<file path="config.mk">
export PLATFORM = sky130hd
export DESIGN_NAME = muldiv_sequencer
export DESIGN_NICKNAME = d
export VERILOG_FILES = /design/src/rtl/muldiv_sequencer.sv
export SDC_FILE = /design/constraint.sdc
export NUM_CORES = 1
export LEC_CHECK = 0
export BUFFER_PORTS_ARGS = -buffer_cell sky130_fd_sc_hd__buf_4
export CAP_MARGIN = 0
export CORE_MARGIN = 2
export CORE_UTILIZATION = 45
export CTS_CLUSTER_DIAMETER = 200
export DETAILED_ROUTE_END_ITERATION = 16
export SLEW_MARGIN = 20
export SYNTH_ARGS = -nofsm -noshare
export SYNTH_HDL_FRONTEND = slang
export SYNTH_SLANG_ARGS = --single-unit
</file>
<file path="constraint.sdc">
create_clock -name clk -period 8.5 [get_ports clk]
set_input_delay 0.85 -clock clk [delete_from_list [all_inputs] [get_ports clk]]
set_output_delay 0.85 -clock clk [all_outputs]
set_load 0.1 [all_outputs]
</file>
<file path="src/rtl/muldiv_sequencer.sv">
// RV32M iterative MUL/DIV: one bit per clock, done pulse XLEN+1 cycles after accept (1 for fast specials).
// Backpressure: stall_req holds IF/ID/EX while busy or while an op is being issued; starts during busy/done are dropped.
module muldiv_sequencer #(
  parameter int XLEN         = 32,
  parameter bit FAST_SPECIAL = 1'b1
) (
  input  logic            clk,
  input  logic            rst,
  input  logic            start,
  input  logic [2:0]      op,
  input  logic [XLEN-1:0] src_a,
  input  logic [XLEN-1:0] src_b,
  input  logic [4:0]      rd_in,
  input  logic            flush,
  output logic            busy,
  output logic            stall_req,
  output logic            done,
  output logic [XLEN-1:0] result,
  output logic [4:0]      rd_out
);

  localparam int CW = $clog2(XLEN);
  localparam logic [XLEN-1:0] MIN_NEG = {1'b1, {(XLEN-1){1'b0}}};

  typedef enum logic [1:0] {S_IDLE, S_MUL, S_DIV, S_DONE} state_t;

  state_t              state_q, state_d;
  logic [CW-1:0]       count_q, count_d;
  logic [2:0]          op_q, op_d;
  logic [4:0]          rd_q, rd_d;
  logic [4:0]          rd_out_q, rd_out_d;
  logic [XLEN-1:0]     opnd_q, opnd_d;
  logic [2*XLEN-1:0]   acc_q, acc_d;
  logic                neg_q, neg_d;
  logic [XLEN-1:0]     result_q, result_d;

  logic                accept, signed_a, signed_b, sa, sb;
  logic                div_zero, div_ovf, special, last_iter;
  logic [XLEN-1:0]     a_abs, b_abs, special_res;
  logic [XLEN:0]       mul_sum, div_sh;
  logic                div_ge;
  logic [XLEN-1:0]     div_diff, div_sel, div_fin, iter_res;
  logic [2*XLEN-1:0]   mul_step, div_step, prod_fix;

  // Operand decode at issue: magnitudes for the unsigned core, sign kept in neg_q
  always_comb begin
    accept   = (state_q == S_IDLE) && start && !flush;
    signed_a = (op == 3'd1) || (op == 3'd2) || (op[2] && !op[0]);
    signed_b = (op == 3'd1) || (op[2] && !op[0]);
    sa       = signed_a && src_a[XLEN-1];
    sb       = signed_b && src_b[XLEN-1];
    a_abs    = sa ? -src_a : src_a;
    b_abs    = sb ? -src_b : src_b;
    div_zero = (src_b == '0);
    div_ovf  = op[2] && !op[0] && (src_a == MIN_NEG) && (src_b == {XLEN{1'b1}});
    special  = FAST_SPECIAL && op[2] && (div_zero || div_ovf);
    if (div_zero) special_res = op[1] ? src_a : {XLEN{1'b1}};
    else          special_res = op[1] ? '0 : MIN_NEG;
    last_iter = (count_q == CW'(XLEN-1));
  end

  // acc_q = {hi, lo}: MUL shifts the multiplier out of lo; DIV shifts the dividend out of lo into the remainder
  always_comb begin
    mul_sum  = {1'b0, acc_q[2*XLEN-1:XLEN]} + (acc_q[0] ? {1'b0, opnd_q} : '0);
    mul_step = {mul_sum, acc_q[XLEN-1:1]};
    div_sh   = {acc_q[2*XLEN-1:XLEN], acc_q[XLEN-1]};
    div_ge   = (div_sh >= {1'b0, opnd_q});
    div_diff = div_sh[XLEN-1:0] - opnd_q;
    div_step = {(div_ge ? div_diff : div_sh[XLEN-1:0]), acc_q[XLEN-2:0], div_ge};
    prod_fix = neg_q ? -mul_step : mul_step;
    div_sel  = op_q[1] ? div_step[2*XLEN-1:XLEN] : div_step[XLEN-1:0];
    div_fin  = neg_q ? -div_sel : div_sel;
    if (op_q[2])             iter_res = div_fin;
    else if (op_q == 3'd0)   iter_res = prod_fix[XLEN-1:0];
    else                     iter_res = prod_fix[2*XLEN-1:XLEN];
  end

  always_comb begin
    count_d  = count_q;
    op_d     = op_q;
    rd_d     = rd_q;
    rd_out_d = rd_out_q;
    opnd_d   = opnd_q;
    acc_d    = acc_q;
    neg_d    = neg_q;
    result_d = result_q;
    case (state_q)
      S_IDLE: begin
        if (accept) begin
          op_d    = op;
          rd_d    = rd_in;
          count_d = '0;
          opnd_d  = op[2] ? b_abs : a_abs;
          acc_d   = {{XLEN{1'b0}}, (op[2] ? a_abs : b_abs)};
          // A zero divisor yields all-ones quotient unsigned; never negate it
          if (!op[2])      neg_d = sa ^ sb;
          else if (!op[1]) neg_d = (sa ^ sb) && !div_zero;
          else             neg_d = sa;
          if (special) begin
            result_d = special_res;
            rd_out_d = rd_in;
          end
        end
      end
      S_MUL, S_DIV: begin
        acc_d   = (state_q == S_MUL) ? mul_step : div_step;
        count_d = count_q + CW'(1);
        if (last_iter && !flush) begin
          result_d = iter_res;
          rd_out_d = rd_q;
        end
      end
      default: ;
    endcase
  end

  always_ff @(posedge clk or posedge rst) begin
    if (rst) begin
      count_q  <= '0;
      op_q     <= '0;
      rd_q     <= '0;
      rd_out_q <= '0;
      opnd_q   <= '0;
      acc_q    <= '0;
      neg_q    <= 1'b0;
      result_q <= '0;
    end else begin
      count_q  <= count_d;
      op_q     <= op_d;
      rd_q     <= rd_d;
      rd_out_q <= rd_out_d;
      opnd_q   <= opnd_d;
      acc_q    <= acc_d;
      neg_q    <= neg_d;
      result_q <= result_d;
    end
  end

  always_ff @(posedge clk or posedge rst) begin
    if (rst) state_q <= S_IDLE;
    else     state_q <= state_d;
  end

  always_comb begin
    state_d = state_q;
    case (state_q)
      S_IDLE: begin
        if (accept) begin
          if (special)    state_d = S_DONE;
          else if (op[2]) state_d = S_DIV;
          else            state_d = S_MUL;
        end
      end
      S_MUL, S_DIV: begin
        if (flush)          state_d = S_IDLE;
        else if (last_iter) state_d = S_DONE;
      end
      default: state_d = S_IDLE;
    endcase
  end

  always_comb begin
    busy      = (state_q == S_MUL) || (state_q == S_DIV);
    done      = (state_q == S_DONE);
    stall_req = busy || ((state_q == S_IDLE) && start && !flush);
    result    = result_q;
    rd_out    = rd_out_q;
  end

endmodule
</file>
== Word level (Yosys, flattened, before mapping) ==
Index checks and enable logic that the tools add are counted.

* $add $sub $neg: 7
* Magnitude comparators: 1
* Equality and inequality tests: 12
* Muxes and demuxes: 35
* Bitwise operators: 1
* Reduce and logical (&&, ||, !) cells: 28

{| class="wikitable"
|+ Operators with widths
! cell !! number
|-
| 2-to-1 mux 32 bit || 16
|-
| 2-to-1 mux 64 bit || 3
|-
| case mux 64 bit (2 select lines) || 1
|-
| negator 32 bit || 3
|-
| == test 32 bit (second input constant) || 2
|-
| negator 64 bit || 1
|-
| case mux 32 bit (2 select lines) || 1
|-
| adder 32 x 32 -> 33 bit || 1
|-
| >= comparator 33 x 32 -> 1 bit || 1
|-
| logical NOT 32 bit || 1
|-
| subtractor 32 bit || 1
|-
| 2-to-1 mux 5 bit || 4
|-
| case mux 5 bit (2 select lines) || 2
|-
| logical AND 1 bit || 10
|-
| 2-to-1 mux 2 bit || 5
|-
| logical OR 1 bit || 6
|-
| != test 2 bit (second input constant) || 3
|-
| AND reduction 2 bit || 3
|-
| adder 5 x 1 -> 5 bit (second input constant) || 1
|-
| == test 5 bit (second input constant) || 1
|-
| == test 2 bit (second input constant) || 2
|-
| case mux 2 bit (2 select lines) || 1
|-
| AND reduction 4 bit || 1
|-
| == test 3 x 1 -> 1 bit (second input constant) || 1
|-
| other kinds (10) || 13
|}

* Bits in registers: 149
* Input port bits: 76
* Output and inout port bits: 40

== Longest topological paths before layout ==
Gate-level depths: netlist of run 1.

* Depth after elaboration: 9
* Depth in mapped cells: 19

== Least setup slack after synthesis of run 1 ==
No wires, ideal clock.

* Path type: reg2reg
* Start point: reg acc_q[0]
* End point: reg result_q[31] (netlist: result[31])
* Library setup time: 0.087 ns
* Arrival time: 4.685 ns
* Path slack: 3.728 ns
* Cell stages (with the launch flop): 18
* Path buffers: 2
* Cells stage by stage: dfrtp_1 -> clkbuf_1 -> and2_1 -> ha_1 -> fa_1 -> a21o_1 -> a221o_1 -> xor2_1 -> nor4_2 -> nand2_1 -> or4_1 -> or3_1 -> clkbuf_1 -> or3_1 -> o41ai_1 -> xor2_1 -> a21oi_1 -> a211oi_2

* Longest elaborated chain between the ends: 8

{| class="wikitable"
|+ Ends and longest elaborated chain
! what !! line !! text
|-
| from (decl) || 33 || <nowiki>logic [2*XLEN-1:0] acc_q, acc_d;</nowiki>
|-
| from (signal assigned) || 124 || <nowiki>acc_q <= '0;</nowiki>
|-
| from (signal assigned) || 133 || <nowiki>acc_q <= acc_d;</nowiki>
|-
| 2-to-1 mux 32 bit || 64 || <nowiki>mul_sum = {1'b0, acc_q[2*XLEN-1:XLEN]} + (acc_q[0] ? {1'b0, opnd_q} : '0);</nowiki>
|-
| adder 32 x 32 -> 33 bit || 64 ||
|-
| negator 64 bit || 70 || <nowiki>prod_fix = neg_q ? -mul_step : mul_step;</nowiki>
|-
| 2-to-1 mux 64 bit || 70 ||
|-
| 2-to-1 mux 32 bit || 74 || <nowiki>else if (op_q == 3'd0) iter_res = prod_fix[XLEN-1:0];</nowiki>
|-
| 2-to-1 mux 32 bit (*) || 73 || <nowiki>if (op_q[2]) iter_res = div_fin;</nowiki>
|-
| 2-to-1 mux 32 bit (*) || 108 || <nowiki>if (last_iter && !flush) begin</nowiki>
|-
| case mux 32 bit (2 select lines) (*) || 87 || <nowiki>case (state_q)</nowiki>
|-
| to (signal assigned) || 135 || <nowiki>result_q <= result_d;</nowiki>
|-
| to (decl) || 35 || <nowiki>logic [XLEN-1:0] result_q, result_d;</nowiki>
|}

Mark *: on every way between the ends. The rest lies on a longest branch, timed or not. The select of a mux whose other input is x is not followed.
A chain may end at the register's enable or synchronous reset.

== Worst setup path in the final report of run 1 ==
* Start point: reg opnd_q[12]
* End point: reg result_q[28] (netlist: result[28])

* Longest elaborated chain between the ends: 8

{| class="wikitable"
|+ Ends and longest elaborated chain
! what !! line !! text
|-
| from (decl) || 32 || <nowiki>logic [XLEN-1:0] opnd_q, opnd_d;</nowiki>
|-
| from (signal assigned) || 132 || <nowiki>opnd_q <= opnd_d;</nowiki>
|-
| 2-to-1 mux 32 bit, or another cell as far along || 64 ||
|-
| adder 32 x 32 -> 33 bit or 2-to-1 mux 32 bit (tied branches) || 64, 69 ||
|-
| negator 64 bit or 2-to-1 mux 32 bit (tied branches) || 70, 71 ||
|-
| 2-to-1 mux 64 bit or negator 32 bit (tied branches) || 70, 72 ||
|-
| 2-to-1 mux 32 bit, on equally long branches || 74, 72 ||
|-
| 2-to-1 mux 32 bit (*) || 73 ||
|-
| 2-to-1 mux 32 bit (*) || 108 ||
|-
| case mux 32 bit (2 select lines) (*) || 87 ||
|}

Marked as above.

==> impl_metrics.env, run 1 <==
export IMPL_port_buffers=115
export IMPL_hold_violations=0
export IMPL_startpoint_type="flop"
export IMPL_clk_pin_slew_ns=0.07
export IMPL_htree_levels=4
export IMPL_end_kind="flop"
export IMPL_status="completed"
export IMPL_required_ns=8.84
export IMPL_num_io_pins=116
export IMPL_syn_nets=2511
export IMPL_use_met2=0.5337
export IMPL_antenna_found_initial=2
export IMPL_grt_pass1_wl_um=107000
export IMPL_start_util=0.4556
export IMPL_tritoncts="done"
export IMPL_holdPathStages=2
export IMPL_finalSetupTns_ns=0
export IMPL_hold_buffers=0
export IMPL_wl_per_cell_um=24.83
export IMPL_worst_pin_slew_ns=1.114
export IMPL_synth_flop_cell="dfrtp_1"
export IMPL_syn_area_um2=17120
export IMPL_grt_use_total=0.3640
export IMPL_relSlewSlack=0.2459
export IMPL_avgSynthCellArea_um2=7.257
export IMPL_cts_buffers_inserted=17
export IMPL_die_w_um=199.0
export IMPL_drt_iter0_drc=2014
export IMPL_ys_ff_latch=149
export IMPL_crit_fanout=18
export IMPL_cts_setup_buffers=0
export IMPL_crit_start="opnd_q[12]"
export IMPL_place_gp_congestion=1.023
export IMPL_cp_slowest_cell="a2111oi_0"
export IMPL_die_area_um2=39620
export IMPL_hpwl_um=55570
export IMPL_hold_class="reg2reg"
export IMPL_use_met1=0.5311
export IMPL_synth_edf_count=0
export IMPL_top_usage_layer="met2"
export IMPL_ys_seq_area_frac=0.2178
export IMPL_ff2ff_setup_slack_ns=2.03
export IMPL_slew_viol_final=0
export IMPL_drv_cap=0
export IMPL_first_pass_iters=6
export IMPL_num_rows=71
export IMPL_clock_sinks=149
export IMPL_fin_nets=2502
export IMPL_root_buffer="clkbuf_16"
export IMPL_postPlaceCellArea_um2=18220
export IMPL_cp_arrival_ns=6.81
export IMPL_use_met3=0.05663
export IMPL_timing_final_crit_share=0.7616
export IMPL_route_detailed_drc=0
export IMPL_fin_area_um2=18840
export IMPL_ctsResizeCount=0
export IMPL_grt_pass1_vias=16791
export IMPL_clk_latency_ns=0.50
export IMPL_critical_path_class="reg2reg"
export IMPL_core_area_um2=37580
export IMPL_clockBufferDepth=2
export IMPL_rr_endpoint="result[28]"
export IMPL_die_y_um=199.0
export IMPL_clock_skew_ns=0.02111
export IMPL_antenna_left=0
export IMPL_postSynth_asyncResetShare=1.000
export IMPL_crit_path_end="result[28]"
export IMPL_syn_inst=2359
export IMPL_via_per_inst=6.472
export IMPL_max_freq_mhz=154.5
export IMPL_num_vias=18601
export IMPL_grt_max_degree=86
export IMPL_rsz0062_at_grt="no"
export IMPL_yosysWarningCount=0
export IMPL_grt_ovfl_total=0
export IMPL_period_needed_ns=6.474
export IMPL_reg2reg_depth=18
export IMPL_drive_above_1_share=0.1126
export IMPL_cp_cell_sequence="inv_1, ha_1, nand4_2, or2_1, o31a_1, a31o_1, buf_4, nand2_1, o31ai_1, inv_1, ha_1, nor4b_1, nand4_1, nor4_1, nand4_1, mux2i_1, a2111oi_0, o21ai_0"
export IMPL_synth_cell_types=94
export IMPL_area_delta_synth_final_pct=10.05
export IMPL_wl_um=71370
export IMPL_r2r_start="opnd_q[12]"
export IMPL_setup_viol=0
export IMPL_max_stage_delay_ns=0.94
==> sequential cells by signal, summed over array words and instances (netlist names) <==
register,count
state_q,2
rd_q,5
result,32
rd_out,5
acc_q,64
op_q,3
neg_q,1
count_q,5
opnd_q,32
==> worst min path at each step <==
stage | to | slack [ns] | start
CTS | opnd_q[18] | 0.51 | opnd_q[18]
global placement | rd_q[1] | 0.49 | rd_q[1]
finish | opnd_q[18] | 0.50 | opnd_q[18]
global route | rd_q[4] | 0.52 | rd_q[4]
detailed placement | opnd_q[18] | 0.49 | opnd_q[18]
floorplan | opnd_q[10] | 0.46 | opnd_q[10]
==> cells in the mapped netlist, types with 16 or more instances <==
library cell | instances | area [um2]
a211oi_1 | 56 | 420.4
a21o_1 | 25 | 187.7
a21oi_1 | 267 | 1336
a31oi_1 | 28 | 175.2
and2_1 | 46 | 287.8
and3_1 | 17 | 106.4
buf_2 | 21 | 105.1
clkbuf_1 | 133 | 499.2
dfrtp_1 | 149 | 3729
ha_1 | 74 | 925.9
inv_1 | 72 | 270.3
mux2_2 | 34 | 382.9
mux2i_1 | 29 | 290.3
nand2_1 | 255 | 957.2
nand3_1 | 42 | 210.2
nand4_1 | 34 | 212.7
nor2_1 | 230 | 863.3
nor3_1 | 51 | 255.2
nor4_1 | 16 | 100.1
o211ai_1 | 23 | 172.7
o21a_1 | 25 | 187.7
o21ai_0 | 210 | 1051
o31ai_1 | 37 | 277.8
o41ai_1 | 19 | 166.4
or2_2 | 18 | 112.6
or3_1 | 25 | 156.4
or4_1 | 16 | 120.1
xnor2_1 | 92 | 805.8
xor2_1 | 77 | 674.4
==> stage by stage <==
stage	setup slack (ns)	utilization	hold WS (ns)	cells
after floorplan	3.642	-	0.4632	2359
after global placement	2.371	0.4848	0.4864	2842
after detailed placement	2.387	0.4849	0.4913	2842
after CTS	2.352	0.5012	0.5054	2873
after global routing	1.885	0.5013	0.5235	2873
final	2.026	0.5013	0.5036	2874
==> layout by cell type (no fill, tap or decap), drive strengths merged, types with 17 or more instances in the layout <==
| cell | count |
|---|---|
| mux2 | 34 |
| dfrtp | 149 |
| o211ai | 25 |
| and3 | 17 |
| ha | 74 |
| xnor2 | 92 |
| clkbuf | 19 |
| o31ai | 37 |
| nor2 | 231 |
| a21oi | 270 |
| nand3 | 42 |
| or3 | 25 |
| or4 | 18 |
| a21o | 25 |
| nand2 | 256 |
| and2 | 46 |
| nand4 | 35 |
| o21a | 25 |
| inv | 76 |
| xor2 | 77 |
| o21ai | 213 |
| buf | 142 |
| nor3 | 51 |
| nor4 | 19 |
| a31oi | 29 |
| or2 | 19 |
| a211oi | 57 |
| o41ai | 21 |
| mux2i | 29 |
==> logic make-up (layout without fill, tap and decap cells) <==
| logic type | Yosys count | in the layout | share of synthesized area |
|---|---|---|---|
| AND/OR/NAND/NOR | 814 | 814 | 0.2274 |
| flip-flops | 149 | 149 | 0.2178 |
| buffers and inverters | 244 | 247 | 0.05569 |
| adder cells (fa/ha/maj) | 76 | 76 | 0.05642 |
| XOR/XNOR | 169 | 169 | 0.08646 |
| other | 0 | 1 | 0 |
| AO/OA/AOI/OAI | 844 | 844 | 0.3169 |
| multiplexers | 63 | 63 | 0.03932 |
==> worst max-delay path: cells and delay by family (launching register included) <==
family,cells,cell delay [ns]
and+or+nand+nor,7,2.63
muxes,1,0.16
buffers and inverters,3,0.42
DFF,1,0.51
AOI/OAI and AO/OA,5,1.88
adders and majority gates,2,0.67
==> final cells by class <==
cell class	instances	area, um2
Fill cell	3801	18740
Clock inverter	12	170.2
Sequential cell	149	3732
Multi-Input combinational cell	1966	12490
Timing Repair Buffer	142	1079
Inverter	74	282.8
Antenna cell	1	2.502
Clock buffer	19	442.9
Tap cell	511	639.4
==> metal layers <==
metal	wire [um]	share of wire	vias to the layer above
met5	0	0	-
met4	2836	0.040	0
met3	6030	0.084	117
met2	30040	0.42	908
met1	32460	0.45	8942
li1	-	-	8634
Power of run 1 is not shown: default switching activity piles up to over one toggle a cycle in this logic, so the estimate is an artifact.
==> run 2: changes to the inputs <==
==> constraint.sdc (replaced) <==
create_clock -name clk -period 5.6 [get_ports clk]
set_input_delay 0.56 -clock clk [delete_from_list [all_inputs] [get_ports clk]]
set_output_delay 0.56 -clock clk [all_outputs]
set_load 0.1 [all_outputs]
==> run 2 against run 1 <==
Routed wire length up 2.7%; critical path type unchanged; cell area up 2.7%; sequential cell count is the same; hold slack worse by 0.28 ns; fmax is 21% higher; non-clock buffer count grew 65.
==> impl_metrics.env, run 2 (synthesis results as in run 1) <==
export IMPL_status="completed"
export IMPL_hold_buffers=0
export IMPL_startpoint_type="flop"
export IMPL_route_detailed_drc=0
export IMPL_clk_latency_ns=0.47
export IMPL_finalSetupTns_ns=0
export IMPL_grt_use_total=0.3720
export IMPL_grt_max_degree=88
export IMPL_end_kind="flop"
export IMPL_first_pass_iters=8
export IMPL_multi_input_area_um2=12500
export IMPL_tritoncts="done"
export IMPL_required_ns=5.95
export IMPL_cts_buffers_inserted=17
export IMPL_setup_viol=0
export IMPL_grt_pass1_vias=17129
export IMPL_drv_cap=0
export IMPL_cp_arrival_ns=5.68
export IMPL_hpwl_um=58120
export IMPL_place_inst=2907
export IMPL_filler_cell_count=3818
export IMPL_num_vias=18615
export IMPL_clock_skew_ns=0.01327
export IMPL_final_cell_mix="a21oi_1, nand2_1, nor2_1, o21ai_0, buf_4"
export IMPL_max_freq_mhz=187.3
export IMPL_grt_pass1_wl_um=109000
export IMPL_die_y_um=199.0
export IMPL_rsz0062_at_grt="no"
export IMPL_place_gp_congestion=1.023
export IMPL_largest_register="acc_q"
export IMPL_wl_per_cell_um=24.95
export IMPL_core_area_um2=37580
export IMPL_period_needed_ns=5.339
export IMPL_num_io_pins=116
export IMPL_grt_ovfl_total=0
export IMPL_root_buffer="clkbuf_16"
export IMPL_timing_final_crit_share=0.9534
export IMPL_clk_pin_slew_ns=0.07
export IMPL_drive_above_1_share=0.1368
export IMPL_clock_sinks=149
export IMPL_worst_pin_slew_ns=1.109
export IMPL_die_area_um2=39620
export IMPL_largest_reg_flops=64
export IMPL_antenna_left=0
export IMPL_critical_path_class="reg2reg"
export IMPL_num_rows=71
export IMPL_via_per_inst=6.336
export IMPL_seqCellArea_um2=3731
export IMPL_htree_levels=4
export IMPL_die_w_um=199.0
export IMPL_fin_nets=2567
export IMPL_wl_um=73320
export IMPL_n_antenna_cell=0
export IMPL_relSlewSlack=0.2511
export IMPL_port_buffers=115
export IMPL_slew_viol_final=0
export IMPL_clockBufferDepth=2
export IMPL_final_cells=2938
export IMPL_crit_fanout=9
export IMPL_hold_class="in2async"
export IMPL_start_util=0.4556
export IMPL_layout_commonest_cell="a21oi_1"
export IMPL_area_delta_synth_final_pct=13.07
export IMPL_antenna_found_initial=2
export IMPL_hold_violations=0
export IMPL_drt_iter0_drc=2116
-- run 2: changes by cell type in the layout (fill, tap and decap cells not counted), sizes merged --
cell,before,now
buf,142,207
clkinv,4,7
clkinvlp,3,1
inv,76,74
bufinv,3,4
diode,1,0
-- run 2: through the flow --
stage          worst slack, ns  instance area, um2  hold WS, ns    util
3_3_place_gp            0.2321               18720       0.4867  0.4982
4_1_cts                 0.1703               19350       0.2336  0.5148
6_report                0.2609               19360       0.2199  0.5151
2_1_floorplan           0.8280               17120       0.4632       -
3_5_place_dp            0.1845               18720       0.4949  0.4982
5_1_grt                0.04972               19360       0.2621  0.5151
-- run 2: path summary, 6_finish.rpt --
kind / from / end / slack [ns] / cells after the start
hold / removal: rst / result[4] / 0.22 / 2
hold reg to reg: rd_q[2] / rd_q[2] / 0.51 / 1
setup reg to reg: acc_q[59] / result[28] / 0.26 / 17
min in group clk: rd_in[1] / rd_q[1] / 0.34 / 2
max in group asynchronous: rst / neg_q / 4.22 / 3
setup / recovery: acc_q[59] / result[28] / 0.26 / 17
-- run 2: timing repair --
item / 4_1_cts / 5_1_grt
endpoints found under the setup margin: 0 / 4
setup buffers: 0 / 0
endpoints found under the hold margin: 0 / 0
gates resized for setup: 0 / 3
-- run 2: final cells by class --
type                            instances  share of cell area
Clock buffer                           19             0.02340
Sequential cell                       149              0.1928
Inverter                               74             0.01461
Multi-Input combinational cell       1966              0.6456
Tap cell                              511             0.03303
Clock inverter                         12            0.008985
Timing Repair Buffer                  207             0.08158
-- run 2: per-layer routing --
layer,up-vias,track usage,wire [um]
li1,8766,-,-
met1,8872,0.5252,32870
met2,880,0.5557,31030
met3,97,0.07714,6972
met4,0,0.1382,2444
met5,-,0,0
-- run 2: critical path, stage by stage, from the launching register on --
cell and delay, ns:
dfrtp_1 0.45, ha_1 0.45, a21oi_2 0.20, o21ai_2 0.10
a2111oi_4 0.62, o211a_1 0.46, a21oi_1 0.13, a311oi_2 0.32
ha_1 0.26, nor4b_1 0.28, nand4_1 0.33, nor4_1 0.37
buf_4 0.18, nand4_1 0.14, mux2i_1 0.16, a2111oi_0 0.50
buf_4 0.19, o21ai_0 0.06
Power of run 2 is left out for the same reason.
